## src/rtl/axil_pkg.sv

```systemverilog
// Shared definitions for the AXI-Lite command master: FSM state encoding
// and the AXI-Lite response codes.
package axil_pkg;

    typedef enum logic [2:0] {
        ST_IDLE    = 3'd0,
        ST_WRITE   = 3'd1,
        ST_WR_RESP = 3'd2,
        ST_RD_ADDR = 3'd3,
        ST_RD_DATA = 3'd4,
        ST_RSP     = 3'd5
    } axil_state_e;

    localparam logic [1:0] AXIL_RESP_OKAY   = 2'b00;
    localparam logic [1:0] AXIL_RESP_SLVERR = 2'b10;
    localparam logic [1:0] AXIL_RESP_DECERR = 2'b11;

endpackage

```

## src/rtl/axil_cmd_master.sv

```systemverilog
// AXI-Lite initiator: converts a valid/ready command stream into single
// AXI-Lite read or write transactions (one outstanding) and returns each
// completion on a valid/ready response stream. Every output is a flop.
//
// Optional feature: define AXIL_CMD_MASTER_TIMEOUT_EN to add a watchdog that
// abandons a transaction after TIMEOUT_CYCLES cycles in a single wait state
// and completes it with SLVERR. Without the macro the block waits forever.
module axil_cmd_master
    import axil_pkg::*;
#(
    parameter int AXIL_ADDR_WIDTH = 8,
    parameter int AXIL_DATA_WIDTH = 32,
    parameter int TIMEOUT_CYCLES  = 1024
) (
    input  logic                         clk,
    input  logic                         rst,
    // command stream
    input  logic                         cmd_valid,
    output logic                         cmd_ready,
    input  logic                         cmd_write,
    input  logic [AXIL_ADDR_WIDTH-1:0]   cmd_addr,
    input  logic [AXIL_DATA_WIDTH-1:0]   cmd_wdata,
    input  logic [AXIL_DATA_WIDTH/8-1:0] cmd_wstrb,
    // response stream
    output logic                         rsp_valid,
    input  logic                         rsp_ready,
    output logic                         rsp_write,
    output logic [AXIL_DATA_WIDTH-1:0]   rsp_rdata,
    output logic [1:0]                   rsp_resp,
    // AXI-Lite master
    output logic [AXIL_ADDR_WIDTH-1:0]   m_axil_awaddr,
    output logic                         m_axil_awvalid,
    input  logic                         m_axil_awready,
    output logic [AXIL_DATA_WIDTH-1:0]   m_axil_wdata,
    output logic [AXIL_DATA_WIDTH/8-1:0] m_axil_wstrb,
    output logic                         m_axil_wvalid,
    input  logic                         m_axil_wready,
    input  logic [1:0]                   m_axil_bresp,
    input  logic                         m_axil_bvalid,
    output logic                         m_axil_bready,
    output logic [AXIL_ADDR_WIDTH-1:0]   m_axil_araddr,
    output logic                         m_axil_arvalid,
    input  logic                         m_axil_arready,
    input  logic [AXIL_DATA_WIDTH-1:0]   m_axil_rdata,
    input  logic [1:0]                   m_axil_rresp,
    input  logic                         m_axil_rvalid,
    output logic                         m_axil_rready
);

    localparam int STRB_W = AXIL_DATA_WIDTH / 8;

    // A zero watchdog limit would fire before any slave could answer.
    if (TIMEOUT_CYCLES < 1) begin : g_bad_timeout
        $error("axil_cmd_master: TIMEOUT_CYCLES must be at least 1");
    end

    axil_state_e                state_r;
    logic                       cmd_ready_r;
    logic [AXIL_ADDR_WIDTH-1:0] awaddr_r;
    logic                       awvalid_r;
    logic [AXIL_DATA_WIDTH-1:0] wdata_r;
    logic [STRB_W-1:0]          wstrb_r;
    logic                       wvalid_r;
    logic                       bready_r;
    logic [AXIL_ADDR_WIDTH-1:0] araddr_r;
    logic                       arvalid_r;
    logic                       rready_r;
    logic                       rsp_valid_r;
    logic                       rsp_write_r;
    logic [AXIL_DATA_WIDTH-1:0] rsp_rdata_r;
    logic [1:0]                 rsp_resp_r;

    // A channel is finished once its valid is already low or is being accepted now.
    logic aw_done_s;
    logic w_done_s;
    assign aw_done_s = !awvalid_r || m_axil_awready;
    assign w_done_s  = !wvalid_r  || m_axil_wready;

`ifdef AXIL_CMD_MASTER_TIMEOUT_EN
    localparam int TMR_W = $clog2(TIMEOUT_CYCLES + 1);

    axil_state_e      last_state_r;
    logic [TMR_W-1:0] timer_r;
    logic [TMR_W-1:0] count_s;
    logic             busy_s;
    logic             timeout_s;

    // Cycles spent in the current wait state, counting the present one; restarts at 1 on entry.
    always_comb begin
        busy_s    = 1'b0;
        count_s   = TMR_W'(1);
        timeout_s = 1'b0;
        case (state_r)
            ST_WRITE, ST_WR_RESP, ST_RD_ADDR, ST_RD_DATA: busy_s = 1'b1;
            default:                                      busy_s = 1'b0;
        endcase
        if (state_r == last_state_r) begin
            count_s = timer_r + TMR_W'(1);
        end else begin
            count_s = TMR_W'(1);
        end
        timeout_s = busy_s && (count_s == TMR_W'(TIMEOUT_CYCLES));
    end

    // Watchdog counter, tracking the previous state to detect state entry.
    always_ff @(posedge clk) begin
        if (rst) begin
            last_state_r <= ST_IDLE;
            timer_r      <= '0;
        end else begin
            last_state_r <= state_r;
            if (busy_s) begin
                timer_r <= count_s;
            end else begin
                timer_r <= '0;
            end
        end
    end
`endif

    // Transaction FSM; all AXI and stream outputs are registered here.
    always_ff @(posedge clk) begin
        if (rst) begin
            state_r     <= ST_IDLE;
            cmd_ready_r <= 1'b0;
            awaddr_r    <= '0;
            awvalid_r   <= 1'b0;
            wdata_r     <= '0;
            wstrb_r     <= '0;
            wvalid_r    <= 1'b0;
            bready_r    <= 1'b0;
            araddr_r    <= '0;
            arvalid_r   <= 1'b0;
            rready_r    <= 1'b0;
            rsp_valid_r <= 1'b0;
            rsp_write_r <= 1'b0;
            rsp_rdata_r <= '0;
            rsp_resp_r  <= AXIL_RESP_OKAY;
        end
`ifdef AXIL_CMD_MASTER_TIMEOUT_EN
        // The watchdog wins over a coincident slave handshake; late responses are not tracked.
        else if (timeout_s) begin
            awvalid_r   <= 1'b0;
            wvalid_r    <= 1'b0;
            bready_r    <= 1'b0;
            arvalid_r   <= 1'b0;
            rready_r    <= 1'b0;
            rsp_rdata_r <= '0;
            rsp_resp_r  <= AXIL_RESP_SLVERR;
            rsp_valid_r <= 1'b1;
            state_r     <= ST_RSP;
        end
`endif
        else begin
            case (state_r)
                ST_IDLE: begin
                    if (cmd_valid && cmd_ready_r) begin
                        cmd_ready_r <= 1'b0;
                        rsp_write_r <= cmd_write;
                        if (cmd_write) begin
                            awaddr_r  <= cmd_addr;
                            wdata_r   <= cmd_wdata;
                            wstrb_r   <= cmd_wstrb;
                            awvalid_r <= 1'b1;
                            wvalid_r  <= 1'b1;
                            state_r   <= ST_WRITE;
                        end else begin
                            araddr_r  <= cmd_addr;
                            arvalid_r <= 1'b1;
                            state_r   <= ST_RD_ADDR;
                        end
                    end else begin
                        cmd_ready_r <= 1'b1;
                    end
                end
                ST_WRITE: begin
                    if (awvalid_r && m_axil_awready) begin
                        awvalid_r <= 1'b0;
                    end
                    if (wvalid_r && m_axil_wready) begin
                        wvalid_r <= 1'b0;
                    end
                    if (aw_done_s && w_done_s) begin
                        bready_r <= 1'b1;
                        state_r  <= ST_WR_RESP;
                    end
                end
                ST_WR_RESP: begin
                    if (m_axil_bvalid && bready_r) begin
                        bready_r    <= 1'b0;
                        rsp_resp_r  <= m_axil_bresp;
                        rsp_rdata_r <= '0;
                        rsp_valid_r <= 1'b1;
                        state_r     <= ST_RSP;
                    end
                end
                ST_RD_ADDR: begin
                    if (arvalid_r && m_axil_arready) begin
                        arvalid_r <= 1'b0;
                        rready_r  <= 1'b1;
                        state_r   <= ST_RD_DATA;
                    end
                end
                ST_RD_DATA: begin
                    if (m_axil_rvalid && rready_r) begin
                        rready_r    <= 1'b0;
                        rsp_rdata_r <= m_axil_rdata;
                        rsp_resp_r  <= m_axil_rresp;
                        rsp_valid_r <= 1'b1;
                        state_r     <= ST_RSP;
                    end
                end
                ST_RSP: begin
                    // cmd_ready rises together with the return to IDLE.
                    if (rsp_ready) begin
                        rsp_valid_r <= 1'b0;
                        cmd_ready_r <= 1'b1;
                        state_r     <= ST_IDLE;
                    end
                end
                default: begin
                    awvalid_r   <= 1'b0;
                    wvalid_r    <= 1'b0;
                    bready_r    <= 1'b0;
                    arvalid_r   <= 1'b0;
                    rready_r    <= 1'b0;
                    rsp_valid_r <= 1'b0;
                    cmd_ready_r <= 1'b0;
                    state_r     <= ST_IDLE;
                end
            endcase
        end
    end

    assign cmd_ready      = cmd_ready_r;
    assign rsp_valid      = rsp_valid_r;
    assign rsp_write      = rsp_write_r;
    assign rsp_rdata      = rsp_rdata_r;
    assign rsp_resp       = rsp_resp_r;
    assign m_axil_awaddr  = awaddr_r;
    assign m_axil_awvalid = awvalid_r;
    assign m_axil_wdata   = wdata_r;
    assign m_axil_wstrb   = wstrb_r;
    assign m_axil_wvalid  = wvalid_r;
    assign m_axil_bready  = bready_r;
    assign m_axil_araddr  = araddr_r;
    assign m_axil_arvalid = arvalid_r;
    assign m_axil_rready  = rready_r;

endmodule

```

## config.mk

```make
export PLATFORM = sky130hd
export DESIGN_NAME = axil_cmd_master
export DESIGN_NICKNAME = d
export VERILOG_FILES = /design/src/rtl/axil_pkg.sv /design/src/rtl/axil_cmd_master.sv
export SDC_FILE = /design/constraint.sdc
export NUM_CORES = 1
export LEC_CHECK = 0
export ABC_AREA = 1
export BUFFER_PORTS_ARGS = -buffer_cell sky130_fd_sc_hd__buf_2
export CAP_MARGIN = 15
export CORE_UTILIZATION = 53
export CTS_BUF_LIST = sky130_fd_sc_hd__clkbuf_4
export DETAILED_ROUTE_END_ITERATION = 6
export PLACE_DENSITY = 0.95
export SETUP_SLACK_MARGIN = 0.02
export SLEW_MARGIN = 20
export SYNTH_ARGS = -nofsm -noshare
export SYNTH_HDL_FRONTEND = slang
export SYNTH_SLANG_ARGS = --single-unit
```

## constraint.sdc

```tcl
create_clock -name clk -period 2.9 [get_ports clk]
set_clock_uncertainty 0.2 [all_clocks]
set_input_delay 0.145 -clock clk [delete_from_list [all_inputs] [get_ports clk]]
set_output_delay 0.145 -clock clk [all_outputs]
set_load 0.005 [all_outputs]
```

==> impl_metrics.json <==
{
  "status": "finished, final reports clean",
  "avgViaCountPerCell": 5.46,
  "clock_path_buffers": 2,
  "synth-seq-cells": 97,
  "diodes": 0,
  "fillers": 514,
  "maxUsedRoutingLayer": "met4",
  "crit_required_ns": 3.03,
  "fin_crit_sh_pct": 91.2,
  "cts_tree": "yes",
  "num-nets-final": 882,
  "start_util_pct": 54.6,
  "syn_to_final_growth_pct": 45.2,
  "synthArstFlopShare_pct": 0,
  "synth_ff_type": "dfxtp_1",
  "synth_compound_area_share_pct": 15.3,
  "rows": 32,
  "netlist.top_cell.by_area": "dfxtp_1",
  "dpl.hpwl_um": 7850,
  "place_congestion": 0.828,
  "hold_start": "rst",
  "grt_pass1_wl_um": 23400,
  "power.density_mw_per_mm2": 816,
  "drc": 0,
  "dr_wl_met2_um": 7390,
  "clock.fmax_mhz": 378,
  "p_sw_share_pct": 43.0,
  "synthAdderAreaFrac_pct": 0.596,
  "p_comb_share_pct": 47.1,
  "clkTransAtPathRegs_ns": 0.16,
  "final_cell_mix": "buf_2 (183), nor2_1 (132), dfxtp_1 (97)",
  "clkPwrFrac_pct": 14.0,
  "synth_top_area_share_pct": 46.3,
  "relSlewSlack_pct": 63.0,
  "place_inst": 794,
  "clk_latency_ns": 0.45,
  "stdcell_count": 897,
  "synthesis.area_mm2": 0.00420,
  "io_buffers": 183,
  "layout.cells.most_common": "buf_2",
  "htreeDepth": 3,
  "multi_input_area_mm2": 0.00195,
  "cp_max_fo": 38,
  "ant_nets": 0,
  "dr_wl_met3_um": 896,
  "drv_slew": 0,
  "seq_area_mm2": 0.00194,
  "synth-edff-count": 0,
  "overflow": 0,
  "slowest_stage": "dfxtp_1",
  "clkSinkCount": 97,
  "first_global_vias": 4966,
  "worst_pin_slew_ns": 0.555,
  "critPathLaunch": "state_r[1]$_SDFFE_PP0P_",
  "ir_drop_mv": 0.755,
  "seq_power_share_pct": 38.9,
  "syn_inst": 538,
  "drtIter0Drc": 346,
  "timing.rr.start": "state_r[1]$_SDFFE_PP0P_",
  "avgRoutedWirePerCell_um": 16.2,
  "yosysWarnings": 0,
  "synth_xor_area_share_pct": 0,
  "worst-path-buf-inv": 2,
  "crit_path_end_kind": "flop",
  "critPathArrivalTime_ns": 2.78,
  "ys_top_cells_by_area": "dfxtp_1 (46%), nor2_1 (12%), o21ai_0 (8.0%)",
  "wirelength_um": 14500,
  "fin_util_pct": 79.2,
  "intPower_w": 0.00283,
  "drv_cap": 0,
  "cts_setup_buffers": 0,
  "seq_area_frac_synth_pct": 46.3,
  "grt.total_usage_pct": 36.0,
  "syn_avg_cell_area_um2": 7.80,
  "p_total_w": 0.00497,
  "dr.pass1.iters": 6,
  "dieArea_mm2": 0.00828,
  "core_mm2": 0.00769,
  "drive_gt1_share_pct": 36.5,
  "via_count": 4900,
  "yosys.cell_types.count": 32,
  "power.switching_w": 0.00214,
  "setup_viol": 0,
  "hold_violations": 0,
  "grt_max_degree": 64,
  "hp-class": "in2reg",
  "synthMuxAreaShare_pct": 0,
  "rsz0062_at_grt": "false",
  "synthSimpleGateAreaFrac_pct": 30.6,
  "antenna_found_initial": 0,
  "power_leakage_nw": 2.80,
  "die-height_um": 91.0,
  "fp.dieW_um": 91.0,
  "min_period_ns": 2.65,
  "cp_slowest_stage_delay_ns": 0.49,
  "critPathTopFamily": "simple AND/OR/NAND/NOR gates",
  "clockRootBuffer": "clkbuf_4",
  "synth_nets": 630,
  "start_kind": "flop",
  "io_pins": 184,
  "critPathKind": "reg2reg",
  "fin_tns_setup_ns": 0,
  "drt-met1-wl_um": 5050,
  "cts_made_buffers": 9,
  "crit_path_cell_trace": "nor2_8 -> nand2_2 -> nand2_4 -> inv_2 -> nor2_4 -> buf_12 -> nand2_1 -> o21ai_0 -> nor2_1",
  "synth_top_family_by_area": "simple AND/OR/NAND/NOR gates"
}
## final cells by class
class / count / area share (%)
clock buffer: 9 / 1.11
clock inverter: 7 / 1.03
inverter: 19 / 1.25
multi-input combinational: 386 / 32.0
sequential: 97 / 31.9
tap: 102 / 2.10
timing repair buffer: 277 / 30.6
## metal layers
| layer | vias to the layer above | global-route usage [%] |
|---|---|---|
| met3 | 119 | 8.04 |
| li1 | 2247 | - |
| met1 | 2208 | 37.0 |
| met5 | - | 0 |
| met2 | 326 | 62.1 |
| met4 | 0 | 30.7 |
## cells by family after synthesis
kind of cell,Yosys count
AOI/OAI and AO/OA,108
buffers and inverters,55
and+or+nand+nor,276
DFF,97
adders and majority gates,2
## power by group through the flow
stage / logic, W / registers (W) / clock network, W
floorplan: 0.00155 / 0.00192 / 0
CTS: 0.00222 / 0.00191 / 0.000695
global placement: 0.00203 / 0.00192 / 0
detailed placement: 0.00211 / 0.00194 / 0
global route: 0.00257 / 0.00197 / 0.000750
finish: 0.00234 / 0.00194 / 0.000694
## tightest hold or removal path: cells and delay by family
family        cells  cell delay (ns)
buf+inv           2             0.37
simple gates      1             0.15
## synthesized netlist by cell type (2+ instances only)
cell type / n
nor2_4: 2
o21ai_2: 26
inv_1: 15
o21ai_0: 67
nand2_1: 44
nand3_1: 43
buf_2: 3
nand2_4: 2
buf_4: 2
a21oi_1: 9
o21ai_1: 4
nand2_2: 22
buf_6: 9
nor2_2: 26
ha_1: 2
dfxtp_1: 97
nor2_1: 132
clkbuf_1: 19
## through the flow
stage	hold WS, ns	area (um^2)	worst slack (ns)
after global placement	0.194	5090	0.466
after global routing	0.0575	6090	0.0801
final	0.0464	6090	0.254
after detailed placement	0.202	5090	0.327
after CTS	0.0346	6090	0.293
after floorplan	0.108	4200	1.24
## path summary, 6_finish.rpt
kind | cells after the start | to | slack, ns
max | 9 | rsp_rdata[25]$_SDFFE_PP0P_ | 0.25
min | 3 | rsp_rdata[15]$_SDFFE_PP0P_ | 0.05
max reg2reg | 9 | rsp_rdata[25]$_SDFFE_PP0P_ | 0.25
min reg2reg | 2 | m_axil_wvalid$_SDFFE_PP0P_ | 0.29
## state kept, by name, indices dropped and copies added (netlist names)
name / count
rsp_write: 1
m_axil_rready: 1
rsp_resp: 2
m_axil_wvalid: 1
m_axil_awvalid: 1
state_r: 3
m_axil_bready: 1
rsp_valid: 1
cmd_ready: 1
rsp_rdata: 32
m_axil_araddr: 8
m_axil_arvalid: 1
m_axil_wstrb: 4
m_axil_awaddr: 8
m_axil_wdata: 32
## repair_timing
action                                  in CTS  in global routing
hold endpoints to repair                    92                  0
hold buffers                                87                  0
gates resized for setup                      0                  1
endpoints found under the setup margin       0                  3
(Power assumes the default switching activity.)
